### src/rtl/ecc_serial_host.sv
// Host-side serial initiator for the ECC core wrapper's bit-serial job interface.
// Serializes a parallel job onto the wrapper pins and deserializes the serial result.
module ecc_serial_host #(
  parameter int unsigned MAX_BITS = 128
) (
  input  logic                clk,
  input  logic                rst,
  input  logic                req_valid,
  output logic                req_ready,
  input  logic [1:0]          req_mode,
  input  logic [MAX_BITS-1:0] req_a,
  input  logic [MAX_BITS-1:0] req_prime,
  input  logic [MAX_BITS-1:0] req_mul,
  input  logic [MAX_BITS-1:0] req_px,
  input  logic [MAX_BITS-1:0] req_py,
  output logic                o_data_valid,
  output logic                o_mode,
  output logic                o_a,
  output logic                o_prime,
  output logic                o_mul,
  output logic                o_Pointx,
  output logic                o_Pointy,
  input  logic                i_data_valid,
  input  logic                i_Pointx,
  input  logic                i_Pointy,
  output logic                rsp_valid,
  input  logic                rsp_ready,
  output logic [MAX_BITS-1:0] rsp_x,
  output logic [MAX_BITS-1:0] rsp_y,
  output logic                stage,
  output logic                err_unexp
);

  localparam int unsigned CntW = $clog2(MAX_BITS);
  localparam logic [CntW-1:0] CntOne = CntW'(1);

  typedef enum logic [2:0] {
    StIdle, StSendValid, StSendMode, StSendData, StWaitRes, StRecv, StResp
  } state_e;

  state_e              state_q, state_d;
  logic [CntW-1:0]     cnt_q, cnt_d;
  logic                stage_q, stage_d;
  logic [1:0]          mode_q;
  logic [MAX_BITS-1:0] a_q, prime_q, mul_q, px_q, py_q;
  logic [MAX_BITS-1:0] rx_q, rx_d, ry_q, ry_d;
  logic [CntW-1:0]     n_m1;
  logic                accept;

  logic dv_q, mode_bit_q, a_bit_q, prime_bit_q, mul_bit_q, px_bit_q, py_bit_q, err_q;
  logic dv_d, mode_bit_d, a_bit_d, prime_bit_d, mul_bit_d, px_bit_d, py_bit_d, err_d;

  assign accept = (state_q == StIdle) && req_valid;

  // Operand width minus one, from the latched mode
  always_comb begin
    case (mode_q)
      2'b00:   n_m1 = CntW'(15);
      2'b01:   n_m1 = CntW'(31);
      2'b10:   n_m1 = CntW'(63);
      default: n_m1 = CntW'(127);
    endcase
  end

  // State, counters, job operands, result shifters and registered serial outputs
  always_ff @(posedge clk) begin
    if (!rst) begin
      state_q     <= StIdle;
      cnt_q       <= '0;
      stage_q     <= 1'b0;
      mode_q      <= 2'b01;
      a_q         <= '0;
      prime_q     <= '0;
      mul_q       <= '0;
      px_q        <= '0;
      py_q        <= '0;
      rx_q        <= '0;
      ry_q        <= '0;
      dv_q        <= 1'b0;
      mode_bit_q  <= 1'b0;
      a_bit_q     <= 1'b0;
      prime_bit_q <= 1'b0;
      mul_bit_q   <= 1'b0;
      px_bit_q    <= 1'b0;
      py_bit_q    <= 1'b0;
      err_q       <= 1'b0;
    end else begin
      state_q     <= state_d;
      cnt_q       <= cnt_d;
      stage_q     <= stage_d;
      rx_q        <= rx_d;
      ry_q        <= ry_d;
      dv_q        <= dv_d;
      mode_bit_q  <= mode_bit_d;
      a_bit_q     <= a_bit_d;
      prime_bit_q <= prime_bit_d;
      mul_bit_q   <= mul_bit_d;
      px_bit_q    <= px_bit_d;
      py_bit_q    <= py_bit_d;
      err_q       <= err_d;
      if (accept) begin
        px_q <= req_px;
        py_q <= req_py;
        // The wrapper retains mode/a/prime/mul across a point-only job
        if (!stage_q) begin
          mode_q  <= req_mode;
          a_q     <= req_a;
          prime_q <= req_prime;
          mul_q   <= req_mul;
        end
      end
    end
  end

  // Next-state, counter, stage and result-shift logic
  always_comb begin
    state_d = state_q;
    cnt_d   = cnt_q;
    stage_d = stage_q;
    rx_d    = rx_q;
    ry_d    = ry_q;
    case (state_q)
      StIdle: begin
        if (req_valid) begin
          state_d = StSendValid;
          rx_d    = '0;
          ry_d    = '0;
        end
      end
      StSendValid: begin
        if (stage_q) begin
          state_d = StSendData;
          cnt_d   = n_m1;
        end else begin
          state_d = StSendMode;
          cnt_d   = CntOne;
        end
      end
      StSendMode: begin
        if (cnt_q == '0) begin
          state_d = StSendData;
          cnt_d   = n_m1;
        end else begin
          cnt_d = cnt_q - CntOne;
        end
      end
      StSendData: begin
        if (cnt_q == '0) begin
          state_d = StWaitRes;
          stage_d = ~stage_q;
        end else begin
          cnt_d = cnt_q - CntOne;
        end
      end
      StWaitRes: begin
        // First strobe already carries the MSB
        if (i_data_valid) begin
          rx_d    = {rx_q[MAX_BITS-2:0], i_Pointx};
          ry_d    = {ry_q[MAX_BITS-2:0], i_Pointy};
          state_d = StRecv;
          cnt_d   = n_m1;
        end
      end
      StRecv: begin
        // cnt_q counts bits still to come; gaps in the strobe are simply waited out
        if (i_data_valid) begin
          rx_d = {rx_q[MAX_BITS-2:0], i_Pointx};
          ry_d = {ry_q[MAX_BITS-2:0], i_Pointy};
          if (cnt_q == CntOne) state_d = StResp;
          else                 cnt_d   = cnt_q - CntOne;
        end
      end
      StResp: begin
        if (rsp_ready) state_d = StIdle;
      end
      default: state_d = StIdle;
    endcase
  end

  // Serial output bits for the next cycle, selected from the upcoming state and bit index
  always_comb begin
    dv_d        = (state_d == StSendValid);
    mode_bit_d  = 1'b0;
    a_bit_d     = 1'b0;
    prime_bit_d = 1'b0;
    mul_bit_d   = 1'b0;
    px_bit_d    = 1'b0;
    py_bit_d    = 1'b0;
    if (state_d == StSendMode) mode_bit_d = mode_q[cnt_d[0]];
    if (state_d == StSendData) begin
      px_bit_d = px_q[cnt_d];
      py_bit_d = py_q[cnt_d];
      if (!stage_q) begin
        a_bit_d     = a_q[cnt_d];
        prime_bit_d = prime_q[cnt_d];
        mul_bit_d   = mul_q[cnt_d];
      end
    end
    err_d = i_data_valid && (state_q != StWaitRes) && (state_q != StRecv);
  end

  assign req_ready    = (state_q == StIdle);
  assign rsp_valid    = (state_q == StResp);
  assign rsp_x        = rsp_valid ? rx_q : '0;
  assign rsp_y        = rsp_valid ? ry_q : '0;
  assign stage        = stage_q;
  assign err_unexp    = err_q;
  assign o_data_valid = dv_q;
  assign o_mode       = mode_bit_q;
  assign o_a          = a_bit_q;
  assign o_prime      = prime_bit_q;
  assign o_mul        = mul_bit_q;
  assign o_Pointx     = px_bit_q;
  assign o_Pointy     = py_bit_q;

endmodule

### config.mk
export PLATFORM = sky130hd
export DESIGN_NAME = ecc_serial_host
export DESIGN_NICKNAME = d
export VERILOG_FILES = /design/src/rtl/ecc_serial_host.sv
export SDC_FILE = /design/constraint.sdc
export NUM_CORES = 2
export LEC_CHECK = 0
export ABC_AREA = 1
export BUFFER_PORTS_ARGS = -buffer_cell sky130_fd_sc_hd__buf_4
export CAP_MARGIN = 20
export CELL_PAD_IN_SITES_DETAIL_PLACEMENT = 0
export CELL_PAD_IN_SITES_GLOBAL_PLACEMENT = 2
export CORE_UTILIZATION = 31
export CTS_BUF_LIST = sky130_fd_sc_hd__clkbuf_8
export DETAILED_ROUTE_END_ITERATION = 8
export PLACE_DENSITY_LB_ADDON = 0.1
export SLEW_MARGIN = 10
export SYNTH_ARGS = -nofsm -noshare
export SYNTH_HDL_FRONTEND = slang
export SYNTH_SLANG_ARGS = --single-unit
### constraint.sdc
create_clock -name clk -period 3.2 [get_ports clk]
set_input_delay 0.8 -clock clk [delete_from_list [all_inputs] [get_ports clk]]
set_output_delay 0.8 -clock clk [all_outputs]
set_load 0.02 [all_outputs]
; ---- Word-level counts from Yosys, hierarchy flattened
; Cells that the tools add are included.
[totals]
word_cells = 91
input_bits = 649
out_inout_bits = 267
register_bits = 917
[classes]
eq_ne = 16
n_reduce_logical = 14
n_mux = 36
magnitude_cmp = 2
n_addsub = 1
bitwise_logic = 3
[ops]
columns = operator, n
row1 = 128-bit 2-to-1 mux, 5
row2 = 128-bit one-hot mux with 2 select lines, 2
row3 = 7-bit 2-to-1 mux, 6
row4 = 1-bit binary-select mux with 7-bit select, 5
row5 = 7-bit one-hot mux with 5 select lines, 1
row6 = 3-bit 2-to-1 mux, 7
row7 = 3-bit one-hot mux with 7 select lines, 1
row8 = 7-bit one-hot mux with 3 select lines, 1
row9 = "3-bit by 2-bit == test with 1-bit output, second input constant", 4
row10 = "3-bit == test, second input constant", 3
row11 = "7-bit by 8-bit less-than comparator with 1-bit output, second input constant", 1
row12 = 1-bit 2-to-1 mux, 8
row13 = 2-bit AND reduction, 4
row14 = "7-bit by 1-bit == test with 1-bit output, second input constant", 1
row15 = 7-bit logical NOT, 1
row16 = "7-bit by 1-bit subtractor with 7-bit output, second input constant", 1
row17 = "3-bit by 1-bit == test with 1-bit output, second input constant", 2
row18 = "3-bit inequality test, second input constant", 2
row19 = 1-bit logical AND, 3
row20 = 3-bit logical NOT, 1
row21 = 1-bit inverter, 3
row22 = 3-bit AND reduction, 1
row23 = 3-bit OR reduction, 1
row24 = "2-bit by 1-bit == test with 1-bit output, second input constant", 1
row25 = 7 further kinds, 7

; ---- Logic depth before layout (Yosys ltp)
[depth]
ltp_word = 7
ltp_mapped = 26
ltp_nobuf = 23

; ---- Worst setup path after synthesis
; OpenSTA, ideal clock, no wires.
[synth_timing]
path_kind = reg-to-reg
from = reg cnt_q[0]
to = reg a_bit_q, in the netlist o_a
required_time_ns = 3.087
path_stages_with_launch = 24
path_slack_ns = 0.428
path_buffers = 3
arrival_time_ns = 2.659
cell_sequence = dfxtp_1 inv_1 ha_1 nand2_1 nor2_2 inv_2 ha_1 nand4_1 nand3b_1 nor2_1 nand2_1 nand2_2 nand2_2 buf_6 buf_4 buf_4 o211ai_1 nand3_1 nand3_1 nand3_1 nand3_1 nand2_1 nor2_1 nor2_1
[synth_between]
elab_chain_len = 7
elab_cells_between_ends = 19
cone_classes = add/sub: 1 / eq/ne: 2 / mux: 13 / bitwise: 1 / reduce/logical: 2
[synth_lines]
columns = element, line_no
row1 = from (decl), 42  ; logic [CntW-1:0] cnt_q, cnt_d;
row2 = from (signal assigned), 89  ; cnt_q <= cnt_d;
row3 = "parallel branches: the longest is 7 deep, another holds 7-bit by 1-bit subtractor with 7-bit output", n/a
row4 = to (signal assigned), 95  ; a_bit_q <= a_bit_d;
row5 = to (decl), 50  ; logic dv_q, mode_bit_q, a_bit_q, prime_bit_q, mul_bit_q, px_bit_q, py_bit_q, err_q;
; Parallel ways; which one is timed is not known. The select of a mux whose other input is x is not followed.
; A chain may end at the register's enable or synchronous reset.

; ---- Worst setup path in the final report
[layout_timing]
from = reg cnt_q[1]
to = reg px_bit_q, in the netlist o_Pointx
[layout_between]
elab_chain_len = 6
elab_cells_between_ends = 18
cone_classes = add/sub: 1 / eq/ne: 2 / mux: 13 / reduce/logical: 2
[layout_lines]
columns = element, line_no
row1 = 7-bit by 1-bit subtractor with 7-bit output / 7-bit by 1-bit == test with 1-bit output (equally long branches), n/a
row2 = 7-bit 2-to-1 mux / 3-bit 2-to-1 mux (equally long branches), 169  ; if (cnt_q == CntOne) state_d = StResp;
row3 = 7-bit 2-to-1 mux / 3-bit 2-to-1 mux (equally long branches), 166  ; if (i_data_valid) begin
row4 = 7-bit one-hot mux with 5 select lines / 3-bit one-hot mux with 7 select lines (equally long branches), 122  ; case (state_q)
row5 = 1-bit binary-select mux with 7-bit select / 3-bit by 2-bit == test with 1-bit output (equally long branches), "191, 190"
row6 = 1-bit 2-to-1 mux (not written as such) / 2-bit AND reduction (equally long branches), n/a
row7 = to (signal assigned), 98  ; px_bit_q <= px_bit_d;
row8 = to (decl), 50
; Parallel ways exist; a longest one is shown, timed or not. The select of a mux whose other input is x is not followed.

==> run_results.csv <==
group,metric,value,unit
place,portBuffers,915,
power,switching_power,23300,µW
job,maxCapViolCount,0,
place,hpwl,124,mm
routing,vias,41800,
power,p_int,29900,µW
cts,path_clk_slew,0.06,ns
finish,final_cell_mix,"buf_4, dfxtp_1, inv_1",
global_routing,globalRoute.totalOverflow,0,
worst_setup_path,cp-start-kind,"flip-flop",
power,combPwrFrac,49.6,%
logic_synthesis,yosysUniqueCellTypes,34,
finish,final_common_cell,"buf_4",
cts,cts_tree,"yes",
hold_path,worstHoldPathType,"in -> reg",
worst_setup_path,cpMaxStageDelayCell,"dfxtp_2",
timing,finalSetupViolations,0,
power,vdd_ir_drop_max,0.563,mV
floorplanning,ios,916,
finish,final_nets,7274,
logic_synthesis,synth_nets,6463,
logic_synthesis,yosysTopAreaCellShare,45.1,%
worst_setup_path,required,3.97,ns
finish,area.growth.synth_to_final,35.4,%
routing,route.detailed.drc,0,
floorplanning,start_util,31.3,%
power,pwr-share-clk,20.9,%
timing,finalClockSkew,0.0275,ns
cts,cts_max_path_buffers,3,
power,total_power,53300,µW
logic_synthesis,synthesis.instances,5809,
timing,layout_setup_ws,0.0833,ns
floorplanning,num_rows,132,
power,leakage,0.0235,µW
timing,fin_crit_sh,97.4,%
logic_synthesis,yosys_warnings,0,
cts,cts-root-buf,"clkbuf_8",
worst_setup_path,path_max_fanout,8,
timing,setup_tns,0,ns
worst_setup_path,max_stage_delay,0.33,ns
place,dp_slack,-0.0163,ns
worst_setup_path,critPathKind,"reg -> reg",
floorplanning,dieArea,133000,µm²
cts,cts_buffers,171,
logic_synthesis,ys_ff_latch,917,
logic_synthesis,synth_top_area_cell,"dfxtp_1",
logic_synthesis,synth-async-reset-ratio,0,%
cts,htree_levels,4,
power,p_seq_share,29.5,%
routing,drtAntennaViolNets,0,
floorplanning,die_x,364,µm
global_routing,grt_start_max_net_pins,209,
power,p_per_area,966,nW/µm²
floorplanning,fp.dieH,364,µm
global_routing,grt_pass1_wl,255,mm
worst_setup_path,end_kind,"flip-flop",
timing,hold_viol,0,
routing,dr.pass1.iters,5,
logic_synthesis,syn_avg_cell_area,7.01,µm²
cts,cts.sinks,917,
routing,drt_first_iter_violations,2842,
worst_setup_path,cp.arrival,3.89,ns
global_routing,antenna_found_initial,30,
logic_synthesis,synth_area_leaders,"dfxtp_1, o21ai_0, a21oi_1",
finish,final_layout_size_suffix_gt1_share,23.8,%
finish,utilization,42.4,%
routing,wl,179,mm
global_routing,grt_pass1_vias,40400,
timing,grt_setup_unrepaired,"true",
routing,viasPerCell,4.92,
floorplanning,core_area,130000,µm²
logic_synthesis,synth-main-ff-cell,"dfxtp_1",
place,dp_cells,8152,
timing,fin_crit,3.12,ns
timing,slew_headroom,30.5,%
routing,wl_per_cell,21.0,µm
global_routing,track_usage,25.4,%
finish,fillers,13700,
logic_synthesis,syn_area,40700,µm²
power,p_sw_share,43.8,%
worst_setup_path,critPathMostFrequentCell,"nand3_1",
cts,worstSkewPairLatency,0.88,ns
timing,tightest_slew,1.04,ns
logic_synthesis,synth_edf_count,0,
place,place.gp.congestion,0.821,
finish,finalNonFillerCells,8501,
timing,fmax,321,MHz
status,status,"finished clean",
timing,finalMaxSlewViolations,0,
logic_synthesis,ys_seq_area_share,45.1,%
[flip-flops by register name (all words and copies together), names as in the netlist, 2 cells and up]
register and cells:
a_q 128, cnt_q 7, mode_q 2, mul_q 128, prime_q 128, px_q 128
py_q 128, rx_q 128, ry_q 128, state_q 3
[per-stage QoR]
stage | hold slack, ns | instance area [µm²]
3_5_place_dp | 0.440 | 49900
6_report | 0.139 | 55200
3_3_place_gp | 0.433 | 49900
5_1_grt | 0.0851 | 55100
2_1_floorplan | 0.425 | 40700
4_1_cts | 0.0509 | 53700
[per-layer routing]
metal / part of all wire (%) / GRT usage (%) / up-vias
li1: - / - / 20700
met1: 44 / 32.3 / 19600
met2: 48 / 42.2 / 1155
met3: 5.9 / 5.58 / 257
met4: 2.6 / 8.31 / 28
met5: 0.087 / 0 / -
[kinds of logic (layout without fill, tap and decap cells)]
group	after synthesis	count (layout)	share of synthesized area (%)
and+or+nand+nor	1948	1948	19.6
buffers and inverters	1175	2111	11.5
xor gates and xnor gates	3	3	0.0645
AOI/OAI and AO/OA	1761	1761	23.6
other	0	14	0
adders and majority gates	5	5	0.154
DFF	917	917	45.1
[power by group through the flow]
stage	clock network [µW]	logic [µW]	registers, µW
4_1_cts	11500	24800	15700
3_5_place_dp	0	24400	15900
6_report	11100	26400	15700
3_3_place_gp	0	24400	15900
5_1_grt	12000	29200	16100
2_1_floorplan	0	15300	15600
[cells in the mapped netlist, types with 2 or more instances]
library cell / instances
inv_1: 662
o21ai_0: 720
clkbuf_1: 401
o211ai_1: 48
a211oi_1: 256
nand2_1: 610
buf_4: 5
dfxtp_1: 917
o21ai_1: 91
nand3_1: 491
a21oi_1: 639
nand2_4: 2
buf_1: 14
nor3_1: 6
buf_2: 53
xor2_1: 3
nand2_2: 5
o22ai_1: 3
buf_6: 24
inv_2: 14
nor4_1: 2
nor2_1: 824
ha_1: 5
nand4_1: 4
[final timing paths]
| check | from | endpoint | slack, ns | cells after the start |
|---|---|---|---|---|
| setup reg to reg | cnt_q[1] | o_Pointx | 0.08 | 26 |
| setup / recovery | cnt_q[1] | o_Pointx | 0.08 | 26 |
| hold / removal | req_mul[45] | mul_q[45] | 0.14 | 3 |
| hold reg to reg | mul_q[100] | mul_q[100] | 0.45 | 2 |
[area by class of cell]
| class | count | area (µm²) | share of cell area [%] |
|---|---|---|---|
| clock buffer | 205 | 2820 | 5.12 |
| timing repair buffer | 1132 | 10100 | 18.3 |
| antenna | 14 | 35.0 | 0.0635 |
| timing repair inverter | 4 | 50.0 | 0.0907 |
| tap | 1742 | 2180 | 3.95 |
| multi-input combinational | 3717 | 18500 | 33.6 |
| sequential | 917 | 18400 | 33.3 |
| clock inverter | 93 | 467 | 0.846 |
| inverter | 677 | 2600 | 4.72 |
[worst max-delay path: cells and delay by family, from the launching register on]
kind / cells / cell delay [ns]
simple gates: 17 / 1.47
flops: 1 / 0.33
compound gates: 1 / 0.04
buf+inv: 6 / 0.82
fa+ha+maj: 2 / 0.34
[timing repair]
action	CTS	global route
setup endpoints to repair	259	154
hold buffers	0	0
pin swaps	1	25
cloned	4	20
setup buffers	3	11
resized for setup	122	243
No activity file was read; power rests on OpenSTA's default activity.
